## src/rtl/bridge_pkg.sv

```systemverilog
// rtl/bridge_pkg.sv - shared IDs, FSM state types and fixed AXI field values for the SRAM-to-AXI bridge
package bridge_pkg;

    localparam logic [3:0] ID_INST = 4'd0;
    localparam logic [3:0] ID_DATA = 4'd1;
    localparam logic [3:0] ID_WR   = 4'd1;

    localparam logic [7:0] AXI_LEN   = 8'd0;
    localparam logic [1:0] AXI_BURST = 2'b01;
    localparam logic [1:0] AXI_LOCK  = 2'b00;
    localparam logic [3:0] AXI_CACHE = 4'b0000;
    localparam logic [2:0] AXI_PROT  = 3'b000;

    typedef enum logic {
        AR_IDLE,
        AR_SEND
    } ar_state_e;

    typedef enum logic [1:0] {
        W_IDLE,
        W_SEND,
        W_RESP
    } w_state_e;

    function automatic logic [2:0] axi_size(input logic [1:0] sram_size);
        return {1'b0, sram_size};
    endfunction

endpackage

```

## src/rtl/axi_wr_fsm.sv

```systemverilog
// rtl/axi_wr_fsm.sv - single-beat store sequencer driving AW/W and collecting B
module axi_wr_fsm
    import bridge_pkg::*;
(
    input  logic        clk,
    input  logic        reset,
    input  logic        take_i,
    input  logic [31:0] addr_i,
    input  logic [1:0]  size_i,
    input  logic [31:0] wdata_i,
    input  logic [3:0]  wstrb_i,
    output logic        idle_o,
    output logic        b_done_o,
    output logic [3:0]  awid,
    output logic [31:0] awaddr,
    output logic [7:0]  awlen,
    output logic [2:0]  awsize,
    output logic [1:0]  awburst,
    output logic [1:0]  awlock,
    output logic [3:0]  awcache,
    output logic [2:0]  awprot,
    output logic        awvalid,
    input  logic        awready,
    output logic [3:0]  wid,
    output logic [31:0] wdata,
    output logic [3:0]  wstrb,
    output logic        wlast,
    output logic        wvalid,
    input  logic        wready,
    input  logic        bvalid,
    output logic        bready
);

    w_state_e    state_q, state_d;
    logic        aw_done_q, aw_done_d;
    logic        w_done_q, w_done_d;
    logic [31:0] awaddr_q;
    logic [2:0]  awsize_q;
    logic [31:0] wdata_q;
    logic [3:0]  wstrb_q;

    always_comb begin
        state_d   = state_q;
        aw_done_d = aw_done_q;
        w_done_d  = w_done_q;
        b_done_o  = 1'b0;
        bready    = 1'b0;
        case (state_q)
            W_IDLE: begin
                if (take_i) begin
                    state_d   = W_SEND;
                    aw_done_d = 1'b0;
                    w_done_d  = 1'b0;
                end
            end
            W_SEND: begin
                // AW and W complete independently; wait until both have handshaked
                aw_done_d = aw_done_q | awready;
                w_done_d  = w_done_q | wready;
                if (aw_done_d && w_done_d) begin
                    state_d = W_RESP;
                end
            end
            W_RESP: begin
                bready = 1'b1;
                if (bvalid) begin
                    b_done_o = 1'b1;
                    state_d  = W_IDLE;
                end
            end
            default: state_d = W_IDLE;
        endcase
    end

    always_ff @(posedge clk) begin
        if (reset) begin
            state_q   <= W_IDLE;
            aw_done_q <= 1'b0;
            w_done_q  <= 1'b0;
            awaddr_q  <= 32'd0;
            awsize_q  <= 3'd0;
            wdata_q   <= 32'd0;
            wstrb_q   <= 4'd0;
        end else begin
            state_q   <= state_d;
            aw_done_q <= aw_done_d;
            w_done_q  <= w_done_d;
            if (take_i && state_q == W_IDLE) begin
                awaddr_q <= addr_i;
                awsize_q <= axi_size(size_i);
                wdata_q  <= wdata_i;
                wstrb_q  <= wstrb_i;
            end
        end
    end

    assign idle_o  = (state_q == W_IDLE);
    assign awvalid = (state_q == W_SEND) && !aw_done_q;
    assign wvalid  = (state_q == W_SEND) && !w_done_q;
    assign awid    = ID_WR;
    assign awaddr  = awaddr_q;
    assign awlen   = AXI_LEN;
    assign awsize  = awsize_q;
    assign awburst = AXI_BURST;
    assign awlock  = AXI_LOCK;
    assign awcache = AXI_CACHE;
    assign awprot  = AXI_PROT;
    assign wid     = ID_WR;
    assign wdata   = wdata_q;
    assign wstrb   = wstrb_q;
    assign wlast   = 1'b1;

endmodule

```

## src/rtl/axi_sram_bridge.sv

```systemverilog
// rtl/axi_sram_bridge.sv - arbitrates fetch/data SRAM ports onto one AXI3 master and steers responses back
// Optional BRIDGE_RSP_REG_EN registers data_ok/rdata one cycle after the R/B handshake.
module axi_sram_bridge
    import bridge_pkg::*;
(
    input  logic        clk,
    input  logic        reset,
    input  logic        inst_sram_req,
    input  logic        inst_sram_wr,
    input  logic [1:0]  inst_sram_size,
    input  logic [3:0]  inst_sram_wstrb,
    input  logic [31:0] inst_sram_addr,
    input  logic [31:0] inst_sram_wdata,
    output logic        inst_sram_addr_ok,
    output logic        inst_sram_data_ok,
    output logic [31:0] inst_sram_rdata,
    input  logic        data_sram_req,
    input  logic        data_sram_wr,
    input  logic [1:0]  data_sram_size,
    input  logic [3:0]  data_sram_wstrb,
    input  logic [31:0] data_sram_addr,
    input  logic [31:0] data_sram_wdata,
    output logic        data_sram_addr_ok,
    output logic        data_sram_data_ok,
    output logic [31:0] data_sram_rdata,
    output logic [3:0]  arid,
    output logic [31:0] araddr,
    output logic [7:0]  arlen,
    output logic [2:0]  arsize,
    output logic [1:0]  arburst,
    output logic [1:0]  arlock,
    output logic [3:0]  arcache,
    output logic [2:0]  arprot,
    output logic        arvalid,
    input  logic        arready,
    input  logic [3:0]  rid,
    input  logic [31:0] rdata,
    input  logic [1:0]  rresp,
    input  logic        rlast,
    input  logic        rvalid,
    output logic        rready,
    output logic [3:0]  awid,
    output logic [31:0] awaddr,
    output logic [7:0]  awlen,
    output logic [2:0]  awsize,
    output logic [1:0]  awburst,
    output logic [1:0]  awlock,
    output logic [3:0]  awcache,
    output logic [2:0]  awprot,
    output logic        awvalid,
    input  logic        awready,
    output logic [3:0]  wid,
    output logic [31:0] wdata,
    output logic [3:0]  wstrb,
    output logic        wlast,
    output logic        wvalid,
    input  logic        wready,
    input  logic [3:0]  bid,
    input  logic [1:0]  bresp,
    input  logic        bvalid,
    output logic        bready
);

    ar_state_e   ar_state_q, ar_state_d;
    logic [31:0] araddr_q, araddr_d;
    logic [2:0]  arsize_q, arsize_d;
    logic [3:0]  arid_q, arid_d;
    logic        inst_rd_pend_q, inst_rd_pend_d;
    logic        data_pend_q, data_pend_d;
    logic        wr_pend_q, wr_pend_d;

    logic data_rd_take, inst_rd_take, wr_take, wr_idle;
    logic inst_rsp, data_rd_rsp, b_done;

    logic unused_ok;
    assign unused_ok = ^{inst_sram_wr, inst_sram_wstrb, inst_sram_wdata, rresp, rlast, bid, bresp};

    // Loads wait behind any outstanding store so they never bypass it
    assign data_rd_take = (ar_state_q == AR_IDLE) && data_sram_req && !data_sram_wr
                          && !data_pend_q && !wr_pend_q;
    assign inst_rd_take = (ar_state_q == AR_IDLE) && inst_sram_req && !inst_rd_pend_q
                          && !data_rd_take;
    assign wr_take      = wr_idle && data_sram_req && data_sram_wr && !data_pend_q
                          && !(ar_state_q == AR_SEND && arid_q == ID_DATA);

    assign inst_sram_addr_ok = inst_rd_take;
    assign data_sram_addr_ok = data_rd_take || wr_take;

    // Gating on pend flags drops stale responses that arrive after a reset
    assign inst_rsp    = rvalid && (rid == ID_INST) && inst_rd_pend_q;
    assign data_rd_rsp = rvalid && (rid == ID_DATA) && data_pend_q;

    always_comb begin
        ar_state_d     = ar_state_q;
        araddr_d       = araddr_q;
        arsize_d       = arsize_q;
        arid_d         = arid_q;
        inst_rd_pend_d = inst_rd_pend_q;
        data_pend_d    = data_pend_q;
        wr_pend_d      = wr_pend_q;

        if (inst_rsp) inst_rd_pend_d = 1'b0;
        if (data_rd_rsp || b_done) data_pend_d = 1'b0;
        if (b_done) wr_pend_d = 1'b0;

        case (ar_state_q)
            AR_IDLE: begin
                if (data_rd_take) begin
                    ar_state_d  = AR_SEND;
                    araddr_d    = data_sram_addr;
                    arsize_d    = axi_size(data_sram_size);
                    arid_d      = ID_DATA;
                    data_pend_d = 1'b1;
                end else if (inst_rd_take) begin
                    ar_state_d     = AR_SEND;
                    araddr_d       = inst_sram_addr;
                    arsize_d       = axi_size(inst_sram_size);
                    arid_d         = ID_INST;
                    inst_rd_pend_d = 1'b1;
                end
            end
            AR_SEND: begin
                if (arready) ar_state_d = AR_IDLE;
            end
            default: ar_state_d = AR_IDLE;
        endcase

        if (wr_take) begin
            data_pend_d = 1'b1;
            wr_pend_d   = 1'b1;
        end
    end

    always_ff @(posedge clk) begin
        if (reset) begin
            ar_state_q     <= AR_IDLE;
            araddr_q       <= 32'd0;
            arsize_q       <= 3'd0;
            arid_q         <= ID_INST;
            inst_rd_pend_q <= 1'b0;
            data_pend_q    <= 1'b0;
            wr_pend_q      <= 1'b0;
        end else begin
            ar_state_q     <= ar_state_d;
            araddr_q       <= araddr_d;
            arsize_q       <= arsize_d;
            arid_q         <= arid_d;
            inst_rd_pend_q <= inst_rd_pend_d;
            data_pend_q    <= data_pend_d;
            wr_pend_q      <= wr_pend_d;
        end
    end

    assign arid    = arid_q;
    assign araddr  = araddr_q;
    assign arlen   = AXI_LEN;
    assign arsize  = arsize_q;
    assign arburst = AXI_BURST;
    assign arlock  = AXI_LOCK;
    assign arcache = AXI_CACHE;
    assign arprot  = AXI_PROT;
    assign arvalid = (ar_state_q == AR_SEND);
    assign rready  = 1'b1;

    axi_wr_fsm u_wr_fsm (
        .clk      (clk),
        .reset    (reset),
        .take_i   (wr_take),
        .addr_i   (data_sram_addr),
        .size_i   (data_sram_size),
        .wdata_i  (data_sram_wdata),
        .wstrb_i  (data_sram_wstrb),
        .idle_o   (wr_idle),
        .b_done_o (b_done),
        .awid     (awid),
        .awaddr   (awaddr),
        .awlen    (awlen),
        .awsize   (awsize),
        .awburst  (awburst),
        .awlock   (awlock),
        .awcache  (awcache),
        .awprot   (awprot),
        .awvalid  (awvalid),
        .awready  (awready),
        .wid      (wid),
        .wdata    (wdata),
        .wstrb    (wstrb),
        .wlast    (wlast),
        .wvalid   (wvalid),
        .wready   (wready),
        .bvalid   (bvalid),
        .bready   (bready)
    );

`ifdef BRIDGE_RSP_REG_EN
    logic        inst_data_ok_q, data_data_ok_q;
    logic [31:0] rdata_q;

    always_ff @(posedge clk) begin
        if (reset) begin
            inst_data_ok_q <= 1'b0;
            data_data_ok_q <= 1'b0;
            rdata_q        <= 32'd0;
        end else begin
            inst_data_ok_q <= inst_rsp;
            data_data_ok_q <= data_rd_rsp || b_done;
            rdata_q        <= rdata;
        end
    end

    assign inst_sram_data_ok = inst_data_ok_q;
    assign data_sram_data_ok = data_data_ok_q;
    assign inst_sram_rdata   = rdata_q;
    assign data_sram_rdata   = rdata_q;
`else
    assign inst_sram_data_ok = inst_rsp;
    assign data_sram_data_ok = data_rd_rsp || b_done;
    assign inst_sram_rdata   = rdata;
    assign data_sram_rdata   = rdata;
`endif

endmodule
```

## config.mk

```make
export PLATFORM = sky130hd
export DESIGN_NAME = axi_sram_bridge
export DESIGN_NICKNAME = d
export VERILOG_FILES = /design/src/rtl/bridge_pkg.sv /design/src/rtl/axi_wr_fsm.sv /design/src/rtl/axi_sram_bridge.sv
export SDC_FILE = /design/constraint.sdc
export NUM_CORES = 1
export LEC_CHECK = 0
export BUFFER_PORTS_ARGS = -buffer_cell sky130_fd_sc_hd__buf_2
export CORE_AREA = 10 10 156 158
export CTS_BUF_LIST = sky130_fd_sc_hd__clkbuf_16
export DETAILED_ROUTE_END_ITERATION = 7
export DIE_AREA = 0 0 166 168
export PLACE_DENSITY = 0.6
export SLEW_MARGIN = 20
export SYNTH_ARGS = -nofsm -noshare
export SYNTH_HDL_FRONTEND = slang
export SYNTH_HIERARCHICAL = 1
export SYNTH_SLANG_ARGS = --single-unit
```

## constraint.sdc

```tcl
create_clock -name clk -period 1.95 [get_ports clk]
set_input_delay 0.195 -clock clk [delete_from_list [all_inputs] [get_ports clk]]
set_output_delay 0.195 -clock clk [all_outputs]
set_load 0.01 [all_outputs]
```

Word level (Yosys, flattened, before mapping)
Index checks and enable logic that the tools add are counted.

cells by class
  bitwise operators = 3
  muxes and demuxes = 30
  equality and inequality tests = 7
  reduce and logical (&&, ||, !) cells = 38

operator list
  kind                                                  number
  2-to-1 mux 32 bit                                     2
  logical AND 1 bit                                     20
  2-to-1 mux 1 bit                                      17
  equality test 4 x 1 -> 1 bit (second input constant)  2
  logical NOT 1 bit                                     8
  2-to-1 mux 4 bit                                      2
  2-to-1 mux 2 bit                                      3
  2-to-1 mux 3 bit                                      2
  case mux 1 bit (2 select lines)                       3
  case mux 2 bit (3 select lines)                       1
  nonzero test 2 bit                                    3
  logical NOT 4 bit                                     1
  != test 2 x 1 -> 1 bit (second input constant)        2
  AND reduction 2 bit                                   2
  AND reduction 3 bit                                   1
  equality test 2 x 1 -> 1 bit (second input constant)  1
  equality test 2 bit (second input constant)           1
  logical NOT 2 bit                                     1
  logical OR 1 bit                                      2
  != test 2 bit (second input constant)                 1
  OR 1 bit                                              2
  inverter 1 bit                                        1

word-level totals
  bits in registers = 117
  word-level logic and storage cells = 92
  output and inout port bits = 230
  input bits = 196

Logic depth before layout (Yosys ltp)
Gate-level depths: netlist of the first run.

  word-level depth = 10
  gate-level depth with buffers = 9
  gate-level depth less buffers = 7

Hierarchy
Netlist of the first run, hierarchy kept.

modules (own cells, without submodules)
  module           cells an instance  area an instance (µm²)  instances  sequential area each (µm²)
  axi_wr_fsm       361                2869.0                  1          1481.4
  axi_sram_bridge  318                2701.3                  1          780.7

Worst setup path before layout of the first run
No wires, ideal clock.

  kind = register to register
  start = register ar_state_q (netlist: arvalid)
  end = register u_wr_fsm.awaddr_q[10] (netlist: u_wr_fsm/awaddr[10])
  clock period less this slack = 1870 ps
  data arrival time = 1737 ps
  setup slack = 80 ps
  stages on the path, launching flop included = 10
  cell sequence = dfxtp_1 -> buf_2 -> buf_2 -> a21o_1 -> inv_1 -> or3b_1 -> buf_4 -> buf_6 -> nand2_1 -> a21oi_1

on the way
  cells in the longest elaborated chain, start to end = 4

ends and longest elaborated chain
  what                      RTL line                RTL
  start: declaration        axi_sram_bridge.sv:64   ar_state_e ar_state_q, ar_state_d;
  start signal: assignment  axi_sram_bridge.sv:144  ar_state_q <= ar_state_d;
  logical AND 1 bit         axi_sram_bridge.sv:84   && !(ar_state_q == AR_SEND && arid_q == ID_DATA);
  logical NOT 1 bit         axi_sram_bridge.sv:84
  logical AND 1 bit         axi_sram_bridge.sv:84
  logical AND 1 bit         axi_wr_fsm.sv:88        if (take_i && state_q == W_IDLE) begin
  end signal: assignment    axi_wr_fsm.sv:89        awaddr_q <= addr_i;
  end: declaration          axi_wr_fsm.sv:37        logic [31:0] awaddr_q;

No other way between the ends.
A chain may end at the register's enable or synchronous reset.

Worst setup path after layout of the first run
  start = register wr_pend_q
  end = register araddr_q[27] (netlist: araddr[27])

on the way
  cells in the longest elaborated chain, start to end = 6

ends and longest elaborated chain
  what                           RTL line                RTL
  start: declaration             axi_sram_bridge.sv:70   logic wr_pend_q, wr_pend_d;
  start signal: assignment       axi_sram_bridge.sv:150  wr_pend_q <= wr_pend_d;
  logical NOT 1 bit *            axi_sram_bridge.sv:80   && !data_pend_q && !wr_pend_q;
  logical AND 1 bit *            axi_sram_bridge.sv:80
  logical NOT 1 bit              axi_sram_bridge.sv:82   && !data_rd_take;
  logical AND 1 bit              axi_sram_bridge.sv:82
  nonzero test 2 bit (no line)   --
  AND reduction 2 bit (no line)  --
  end signal: assignment         axi_sram_bridge.sv:145  araddr_q <= araddr_d;
  end: declaration               axi_sram_bridge.sv:65   logic [31:0] araddr_q, araddr_d;

Mark *: on every way between the ends. The rest lies on a longest branch, timed or not.

==> results of run 1 <==
-- power by group --
group | internal (W) | leakage (nW) | switching [W]
clock network | 0.00197 | 0.282 | 0.00112
registers | 0.00250 | 0.925 | 0.000102
logic | 0.000516 | 1.98 | 0.000773
total | 0.00499 | 3.18 | 0.00199
-- layer usage --
metal	vias up	GRT usage	wire (um)
li1	2418	-	-
met2	233	0.232	9860
met5	-	0	0
met4	0	0.0562	553
met3	40	0.0584	1760
met1	2282	0.158	8370
-- worst max-delay path, stage by stage (launching register included) --
cell       delay (ns)
dfxtp_2          0.34
or4b_4           0.56
buf_4            0.17
buf_4            0.14
bufbuf_16        0.31
nor3_1           0.15
a311oi_1         0.07
-- flip-flops by register name (all words and copies together) (netlist names) --
signal              cells
u_wr_fsm/wstrb          4
arsize                  2
inst_rd_pend_q          1
arid                    1
araddr                 32
u_wr_fsm/awaddr        32
arvalid                 1
u_wr_fsm/w_done_q       1
u_wr_fsm/wdata         32
u_wr_fsm/aw_done_q      1
wr_pend_q               1
data_pend_q             1
u_wr_fsm/state_q        2
u_wr_fsm/awsize         2
-- cells in the mapped netlist (all sizes together), types with 2 or more instances --
cell	n
or4b	2
nand2b	6
o21ai	4
a21oi	76
a21o	3
clkbuf	17
nor2	17
nand3	8
a2111oi	12
nor3	39
inv	3
or3b	2
a31oi	10
a311oi	14
o211ai	8
nor2b	4
dfxtp	113
nor3b	3
buf	149
nand2	173
nand3b	8
conb	4
-- area by class of cell --
type | instances | share of cell area
Antenna cell | 1 | 0.000356
Clock buffer | 17 | 0.0605
Clock inverter | 14 | 0.0212
Inverter | 3 | 0.00160
Multi-Input combinational cell | 446 | 0.333
Sequential cell | 113 | 0.322
Tap cell | 280 | 0.0498
Timing Repair Buffer | 253 | 0.212
-- stage by stage --
step	utilization	hold slack (ns)	worst slack, ns
floorplan	-	0.331	0.0805
global placement	0.296	0.390	0.167
detailed placement	0.296	0.390	0.128
CTS	0.327	0.00157	0.00121
global route	0.328	0.000974	0.00117
finish	0.328	0.0249	0.0649
-- layout by cell type (no fill, tap or decap), types with 2 or more instances in the layout --
cell type   Yosys  layout
a2111oi_2      12      12
a21o_1          3       3
a21oi_1        75      75
a311oi_1       14      14
a31oi_1        10      10
buf_12          0       9
buf_2          15     229
buf_4         121      13
bufbuf_16       0       2
bufinv_16       0       3
clkbuf_16       0      17
clkinv_1        0       3
clkinv_2        0       4
clkinvlp_4      0       2
conb_1          4      53
dfxtp_1       113     111
dfxtp_2         0       2
inv_1           3       4
nand2_1       173     173
nand2b_1        6       5
nand3_1         8       8
nand3b_1        8       8
nor2_1         17      17
nor2b_1         4       4
nor3_1         30      28
nor3_2          9      11
nor3b_4         1       2
o211ai_1        2       2
o211ai_2        6       6
o21ai_0         4       4
-- path summary, 6_finish.rpt --
path | startpoint | to | slack [ns]
setup / recovery | wr_pend_q | araddr[27] | 0.06
hold reg to reg | u_wr_fsm/awaddr[21] | u_wr_fsm/awaddr[21] | 0.45
hold / removal | data_sram_wdata[22] | u_wr_fsm/wdata[22] | 0.02
setup reg to reg | wr_pend_q | araddr[27] | 0.06
-- cell families after synthesis --
group / after synthesis / synth area share
AOI/OAI and AO/OA: 128 / 0.159
and+or+nand+nor: 265 / 0.219
buffers and inverters: 169 / 0.212
DFF: 113 / 0.406
other: 4 / 0.00269
-- what timing repair did --
action                                  CTS  global route
resized for setup                         2             2
endpoints found under the setup margin    1             3
setup buffers                             2             2
pin swaps                                 1             0
cloned                                    2             0
==> flow_summary_export.csv, run 1 <==
group,metric,value,unit
outcome,status,"complete, no violations",
worst_setup_path,end_kind,"register",
final_layout,fill_cells,2328,
placement,port_buffers,230,
sta,setup_viol,0,
final_layout,nNetsFinal,1030,
floorplan,fp-row-count,54,
final_layout,area_growth,26.3,%
final_layout,stdcell_area,7040,um2
sta,relSlewSlack,0.546,
final_layout,stdcell_count,1127,
final_layout,seqCellArea,2260,um2
sta,final-max-slew-violation-count,0,
grt,grt_max_degree,55,
yosys,synthCells,679,
worst_setup_path,critPathArrivalTime,2.14,ns
cts,cts_max_path_buffers,2,
placement,dp.cells,1089,
cts,postCtsHoldBufs,0,
sta,final.setup.tns,0,ns
floorplan,pin_count,426,
grt,grtUsageTotal,0.141,
worst_setup_path,worstPathMaxFanout,21,
floorplan,die_y,168,um
floorplan,start_util,0.260,
job,maxCapViolCount,0,
hold_path,hold_depth,3,
drt,dr.pass1.iters,4,
yosys,ys_ff_latch,113,
final_layout,drive_above_1_share,0.378,
yosys,ys_types,35,
hold_path,worstHoldPathType,"in -> reg",
cts,cts_tree,"yes",
drt,vias,4973,
yosys,syn_avg_cell_area,8.20,um2
cts,cts_root_buf,"clkbuf_16",
sta,rsz0062_at_grt,"no",
cts,ctsHtreeMaxLevel,4,
yosys,ys_seq_area_frac,0.406,
drt,drc,0,
floorplan,die_width,166,um
cts,numClockSinks,113,
sta,worst_pin_slew,0.681,ns
yosys,async_flop_share,0,
grt,grt-ovfl-total,0,
sta,hold_violations,0,
sta,max_freq,0.530,GHz
worst_setup_path,start_kind,"register",
worst_setup_path,worstSetupPathType,"reg -> reg",
grt,grt_pass1_vias,5145,
worst_setup_path,cp_data_required_time,2.21,ns
yosys,synth-edff-count,0,
drt,vias_per_cell,4.41,
power_and_ir_drop,p_per_area,992,nW/um2
sta,min_period,1.89,ns
drt,postRouteAntennaNets,0,
worst_setup_path,r2r_cells,6,
power_and_ir_drop,vdd_ir_drop_max,482,uV
floorplan,die_area,27900,um2
power_and_ir_drop,power,0.00698,W
grt,grt_pass1_wl,31.0,mm
drt,drt_iter0_markers,351,
sta,period_share,0.967,
grt,antenna_found_initial,1,
yosys,yosys.area.top_type_share,0.406,
power_and_ir_drop,power_leakage,3.18,nW
cts,clock_latency,0.40,ns
sta,skew,0.00941,ns
yosys,synthTopCellsByArea,"dfxtp_1, buf_4, nand2_1",
yosys,yosysTopAreaCell,"dfxtp_1",
placement,post-dp-hpwl,14.6,mm
yosys,syn_area,5570,um2
drt,wl_per_cell,18.2,um
cts,cts.clk_slew.worst_paths,0.06,ns
placement,dpl_cell_area,6350,um2
drt,drt-total-wl,20.5,mm
yosys,synth_warnings,6,
final_layout,multiInputGateArea,2340,um2
yosys,ys_dominant_reg_cell,"dfxtp_1",
placement,place_congestion,0.833,
floorplan,core,21400,um2
cts,cts_buffers,17,
No activity file was read; power rests on OpenSTA's default activity.
==> inputs of run 2 (changes only) <==
--- a/config.mk
+++ b/config.mk
@@ -10,7 +10,9 @@
 export CTS_BUF_LIST = sky130_fd_sc_hd__clkbuf_16
 export DETAILED_ROUTE_END_ITERATION = 7
 export DIE_AREA = 0 0 166 168
+export MAX_ROUTING_LAYER = met4
 export PLACE_DENSITY = 0.6
+export REMOVE_ABC_BUFFERS = 1
 export SLEW_MARGIN = 20
 export SYNTH_ARGS = -nofsm -noshare
 export SYNTH_HDL_FRONTEND = slang
==> flow_summary_export.csv, run 2 (synthesis results as in run 1) <==
group,metric,value,unit
worst_setup_path,start_kind,"register",
cts,clock_latency,0.41,ns
worst_setup_path,reg2reg_to,"u_wr_fsm/awaddr[24]",
drt,vias,5156,
grt,grt_max_degree,72,
worst_setup_path,r2r_cells,8,
hold_path,holdPathEnd,"u_wr_fsm/wdata[20]",
cts,cts.clk_slew.worst_paths,0.05,ns
drt,postRouteAntennaNets,0,
sta,hold_violations,0,
final_layout,area_growth,27.5,%
floorplan,start_util,0.260,
worst_setup_path,r2r_start,"u_wr_fsm/state_q[1]",
final_layout,drive_above_1_share,0.381,
power_and_ir_drop,p_per_area,1000,nW/um2
sta,period_share,0.966,
sta,relSlewSlack,0.569,
cts,ctsHtreeMaxLevel,4,
sta,rsz0062_at_grt,"no",
drt,vias_per_cell,4.54,
drt,drt-total-wl,24.3,mm
sta,setup_viol,0,
cts,cts_buffers,17,
final_layout,mostFrequentLayoutCell,"buf_2",
grt,grt-ovfl-total,0,
sta,min_period,1.88,ns
cts,cts_max_path_buffers,2,
final_layout,fill_cells,2315,
sta,final-max-slew-violation-count,0,
cts,cts_tree,"yes",
hold_path,hold_depth,3,
grt,grtUsageTotal,0.168,
drt,maxUsedRoutingLayer,"met4",
floorplan,die_width,166,um
placement,place_congestion,0.806,
sta,worst_pin_slew,0.646,ns
worst_setup_path,critPathArrivalTime,1.69,ns
outcome,status,"complete, no violations",
hold_path,holdCritStartpoint,"data_sram_wdata[20]",
floorplan,die_y,168,um
worst_setup_path,cp_data_required_time,1.75,ns
final_layout,nNetsFinal,1039,
power_and_ir_drop,power_leakage,3.22,nW
drt,wl_per_cell,21.4,um
floorplan,pin_count,426,
drt,drc,0,
floorplan,fp-row-count,54,
placement,port_buffers,230,
worst_setup_path,worstSetupPathType,"reg -> out",
cts,cts_root_buf,"clkbuf_16",
worst_setup_path,end_kind,"output pin",
job,maxCapViolCount,0,
final_layout,final_cell_mix,"buf_2, nand2_1, dfxtp_1, a21oi_1, conb_1",
placement,post-dp-hpwl,18.4,mm
grt,antenna_found_initial,1,
grt,grt_pass1_wl,34.5,mm
floorplan,die_area,27900,um2
drt,drt_iter0_markers,379,
cts,numClockSinks,113,
floorplan,core,21400,um2
final_layout,utilization,0.332,
power_and_ir_drop,vdd_ir_drop_max,485,uV
worst_setup_path,worst-r2r-setup-slack,0.13,ns
hold_path,worstHoldPathType,"in -> reg",
sta,holdWs,0.0169,ns
worst_setup_path,worstPathMaxFanout,3,
grt,grt_pass1_vias,5210,
drt,met2_length,10.9,mm
sta,skew,0.00967,ns
sta,max_freq,0.531,GHz
drt,wl_met1,9.48,mm
drt,wl_met3,3.68,mm
drt,dr.pass1.iters,4,
run 2: routing by layer:
metal / track usage / vias up
li1: - / 2442
met1: 0.176 / 2378
met2: 0.247 / 316
met3: 0.121 / 20
met4: 0.0482 / 0
met5: - / -
run 2: power breakdown:
group	switching, W	internal [W]
sequential	0.000103	0.00250
clock	0.00112	0.00210
combinational	0.000779	0.000527
run 2: worst max path at each step:
stage	startpoint	endpoint	depth (start not counted)
floorplan	arvalid	u_wr_fsm/awaddr[0]	5
global placement	data_pend_q	u_wr_fsm/wdata[5]	7
detailed placement	data_pend_q	u_wr_fsm/wdata[0]	7
CTS	wr_pend_q	inst_sram_addr_ok	5
global route	u_wr_fsm/state_q[1]	u_wr_fsm/awaddr[4]	8
finish	wr_pend_q	inst_sram_addr_ok	5
run 2: worst max-delay path: stages, from the launching register on:
cell	delay [ns]
dfxtp_2	0.34
or4b_4	0.56
buf_12	0.15
nand2_2	0.05
inv_1	0.05
buf_2	0.13
run 2: what timing repair did:
item	in CTS	in global routing
endpoints found under the hold margin	1	2
cloned	2	1
endpoints found under the setup margin	2	72
resized for setup	5	3
setup buffers	1	2
hold buffers	1	2
pin swaps	1	0
run 2: final cells by class:
cell class	instances	area (um2)	share of cell area
repair buffers	262	1540	0.217
diodes	1	2.50	0.000352
clock inverters	14	171	0.0241
well taps	280	350	0.0493
inverters	3	11.3	0.00159
clock buffers	17	425	0.0599
multi-input cells	446	2340	0.329
flip-flops and latches	113	2270	0.319
run 2: stage by stage:
step                      instance area, um2  power (W)  setup TNS, ns  worst slack, ns  cells
after floorplan                         4580    0.00324        -141.94            -1.61    562
after global placement                  6340    0.00387              0           0.0675   1095
after detailed placement                6340    0.00389              0           0.0544   1095
after CTS                               7030    0.00720              0           0.0190   1130
after global routing                    7100    0.00747              0          0.00367   1136
final                                   7100    0.00713              0           0.0671   1136
==> inputs of run 3 (changes only) <==
--- a/config.mk
+++ b/config.mk
@@ -6,15 +6,14 @@
 export NUM_CORES = 1
 export LEC_CHECK = 0
 export BUFFER_PORTS_ARGS = -buffer_cell sky130_fd_sc_hd__buf_2
-export CORE_AREA = 10 10 156 158
+export CORE_AREA = 10 10 158 160
 export CTS_BUF_LIST = sky130_fd_sc_hd__clkbuf_16
 export DETAILED_ROUTE_END_ITERATION = 7
-export DIE_AREA = 0 0 166 168
+export DIE_AREA = 0 0 168 170
 export MAX_ROUTING_LAYER = met4
-export PLACE_DENSITY = 0.6
+export PLACE_DENSITY = 0.58
 export REMOVE_ABC_BUFFERS = 1
 export SLEW_MARGIN = 20
 export SYNTH_ARGS = -nofsm -noshare
 export SYNTH_HDL_FRONTEND = slang
-export SYNTH_HIERARCHICAL = 1
 export SYNTH_SLANG_ARGS = --single-unit
==> flow_summary_export.csv, run 3 <==
group,metric,value,unit
power_and_ir_drop,p_int,0.00506,W
drt,drc,0,
yosys,synth_top_family_by_area,"compound AO/OA/AOI/OAI gates",
sta,holdWs,0.0286,ns
worst_setup_path,reg2reg_to,"araddr[6]",
final_layout,fill_cells,2356,
power_and_ir_drop,p_per_area,1020,nW/um2
worst_setup_path,worst-r2r-setup-slack,0.38,ns
drt,drt_iter0_markers,277,
drt,vias_per_cell,4.72,
power_and_ir_drop,p_switching,0.00198,W
worst_setup_path,worstPathMaxFanout,4,
grt,grt_pass1_vias,5376,
yosys,ys_types,31,
floorplan,pin_count,426,
sta,period_share,0.980,
cts,cts.clk_slew.worst_paths,0.06,ns
worst_setup_path,endpoint,"data_sram_addr_ok",
yosys,ys_seq_area_frac,0.416,
worst_setup_path,r2r_start,"data_pend_q",
placement,port_buffers,230,
drt,dr.pass1.iters,4,
power_and_ir_drop,power,0.00704,W
cts,cts_tree,"yes",
grt,grt-ovfl-total,0,
final_layout,final_cell_mix,"buf_2, dfxtp_1, a21oi_1, nand2_1, o21ai_0",
sta,hold_violations,0,
hold_path,worstHoldPathType,"in -> reg",
power_and_ir_drop,pwr-share-comb,0.175,
power_and_ir_drop,p_clk_frac,0.456,
power_and_ir_drop,power_leakage,3.07,nW
floorplan,core,21700,um2
yosys,syn_avg_cell_area,7.96,um2
yosys,yosys.area_share.simple,0.139,
yosys,synthTopCellsByCount,"buf_4, dfxtp_1, a21oi_1",
yosys,syn_area,5440,um2
floorplan,fp-row-count,54,
placement,post-dp-hpwl,20.2,mm
final_layout,area_growth,27.1,%
placement,place_congestion,0.814,
hold_path,holdCritStartpoint,"data_sram_wdata[1]",
yosys,synth-xor-area-share,0,
drt,vias,5298,
worst_setup_path,end_kind,"output pin",
drt,wl_per_cell,23.2,um
final_layout,mostFrequentLayoutCell,"buf_2",
final_layout,multiInputGateArea,2280,um2
grt,grt_max_degree,79,
yosys,synth_compound_area_frac,0.233,
grt,grt_pass1_wl,36.9,mm
grt,antenna_found_initial,2,
yosys,synth_warnings,0,
yosys,yosysTopAreaCell,"dfxtp_1",
final_layout,nNetsFinal,1024,
power_and_ir_drop,vdd_ir_drop_max,494,uV
drt,postRouteAntennaNets,0,
grt,grtUsageTotal,0.178,
final_layout,seqCellArea,2260,um2
floorplan,start_util,0.251,
yosys,async_flop_share,0,
job,maxCapViolCount,0,
yosys,synth-edff-count,0,
worst_setup_path,critPathArrivalTime,1.72,ns
floorplan,die_area,28600,um2
sta,min_period,1.91,ns
floorplan,die_y,170,um
yosys,synthTopCellsByArea,"dfxtp_1, buf_4, a21oi_1",
yosys,yosys.area.top_type_share,0.416,
sta,final-max-slew-violation-count,0,
worst_setup_path,cp_data_required_time,1.75,ns
yosys,synthCells,684,
sta,setup_viol,0,
cts,clock_latency,0.41,ns
cts,cts_buffers,17,
outcome,status,"complete, no violations",
cts,ctsHtreeMaxLevel,4,
cts,cts_max_path_buffers,2,
drt,drt-total-wl,26.0,mm
yosys,ys_ff_latch,113,
sta,max_freq,0.523,GHz
yosys,muxShareOfSynthArea,0,
floorplan,die_width,168,um
power_and_ir_drop,seq_power_share,0.369,
sta,rsz0062_at_grt,"yes",
yosys,ys_dominant_reg_cell,"dfxtp_1",
sta,skew,0.00985,ns
worst_setup_path,critPathLaunch,"data_pend_q",
final_layout,drive_above_1_share,0.344,
worst_setup_path,start_kind,"register",
power_and_ir_drop,switching_share,0.282,
cts,numClockSinks,113,
yosys,synthAdderAreaFrac,0,
worst_setup_path,r2r_cells,4,
yosys,synth.most_common_cell,"buf_4",
cts,cts_root_buf,"clkbuf_16",
worst_setup_path,worstSetupPathType,"reg -> out",
[run 3: worst max-delay path, cell delays in order, from the launching register on]
cell,delay (ns)
dfxtp_1,0.31
or4b_4,0.53
or2_4,0.27
nand2_1,0.06
buf_2,0.13
[run 3: repair_timing]
item / in CTS / in global routing
buffers inserted: 1 / 0
setup endpoints to repair: 2 / 2
hold buffers: 0 / 0
resized for setup: 3 / 0
pin swaps: 1 / 0
[run 3: power groups by stage]
stage | Sequential, W | Combinational, W | Clock [W]
floorplan | 0.00272 | 0.000481 | 0
global placement | 0.00264 | 0.00123 | 0
detailed placement | 0.00264 | 0.00124 | 0
CTS | 0.00259 | 0.00125 | 0.00331
global route | 0.00262 | 0.00136 | 0.00341
finish | 0.00259 | 0.00123 | 0.00321
[run 3: cell families (layout without fill, tap and decap cells)]
family,count (synthesis),count (layout)
simple gates,162,162
buf+inv,182,288
flops,113,113
other cells,2,55
compound gates,225,225
[run 3: layer usage]
| layer | global-route usage | vias up | wire length [um] |
|---|---|---|---|
| met5 | - | - | 0 |
| met4 | 0.0435 | 0 | 273 |
| met3 | 0.141 | 15 | 4420 |
| met2 | 0.276 | 308 | 12200 |
| met1 | 0.171 | 2456 | 9120 |
| li1 | - | 2519 | - |
[run 3: how the worst min path moves through the flow]
stage                                endpoint  slack [ns]  cells past startpoint
after floorplan                       arid[0]        0.26                      1
after global placement    data_sram_rdata[19]        0.39                      0
after CTS                   u_wr_fsm.wdata[8]       0.003                      3
after global routing               araddr[19]        0.02                      3
after detailed placement  data_sram_rdata[19]        0.39                      0
final                       u_wr_fsm.wdata[1]        0.03                      3
[run 3: layout make-up]
class                           count  area share
Clock buffer                       17      0.0615
Antenna cell                        2    0.000723
Inverter                            4     0.00217
Multi-Input combinational cell    440       0.329
Tap cell                          280      0.0506
Sequential cell                   113       0.327
Timing Repair Buffer              252       0.203
Clock inverter                     15      0.0255
[run 3: stage by stage]
step | setup TNS (ns) | setup slack, ns | area, um2 | util | std cells
2_1_floorplan | -318.09 | -4.51 | 4500 | - | 557
3_3_place_gp | 0 | 0.170 | 6300 | 0.290 | 1088
3_5_place_dp | 0 | 0.138 | 6300 | 0.290 | 1088
4_1_cts | 0 | 0.00221 | 6910 | 0.319 | 1121
5_1_grt | -0.0423 | -0.0366 | 6920 | 0.319 | 1123
6_report | 0 | 0.0394 | 6920 | 0.319 | 1123
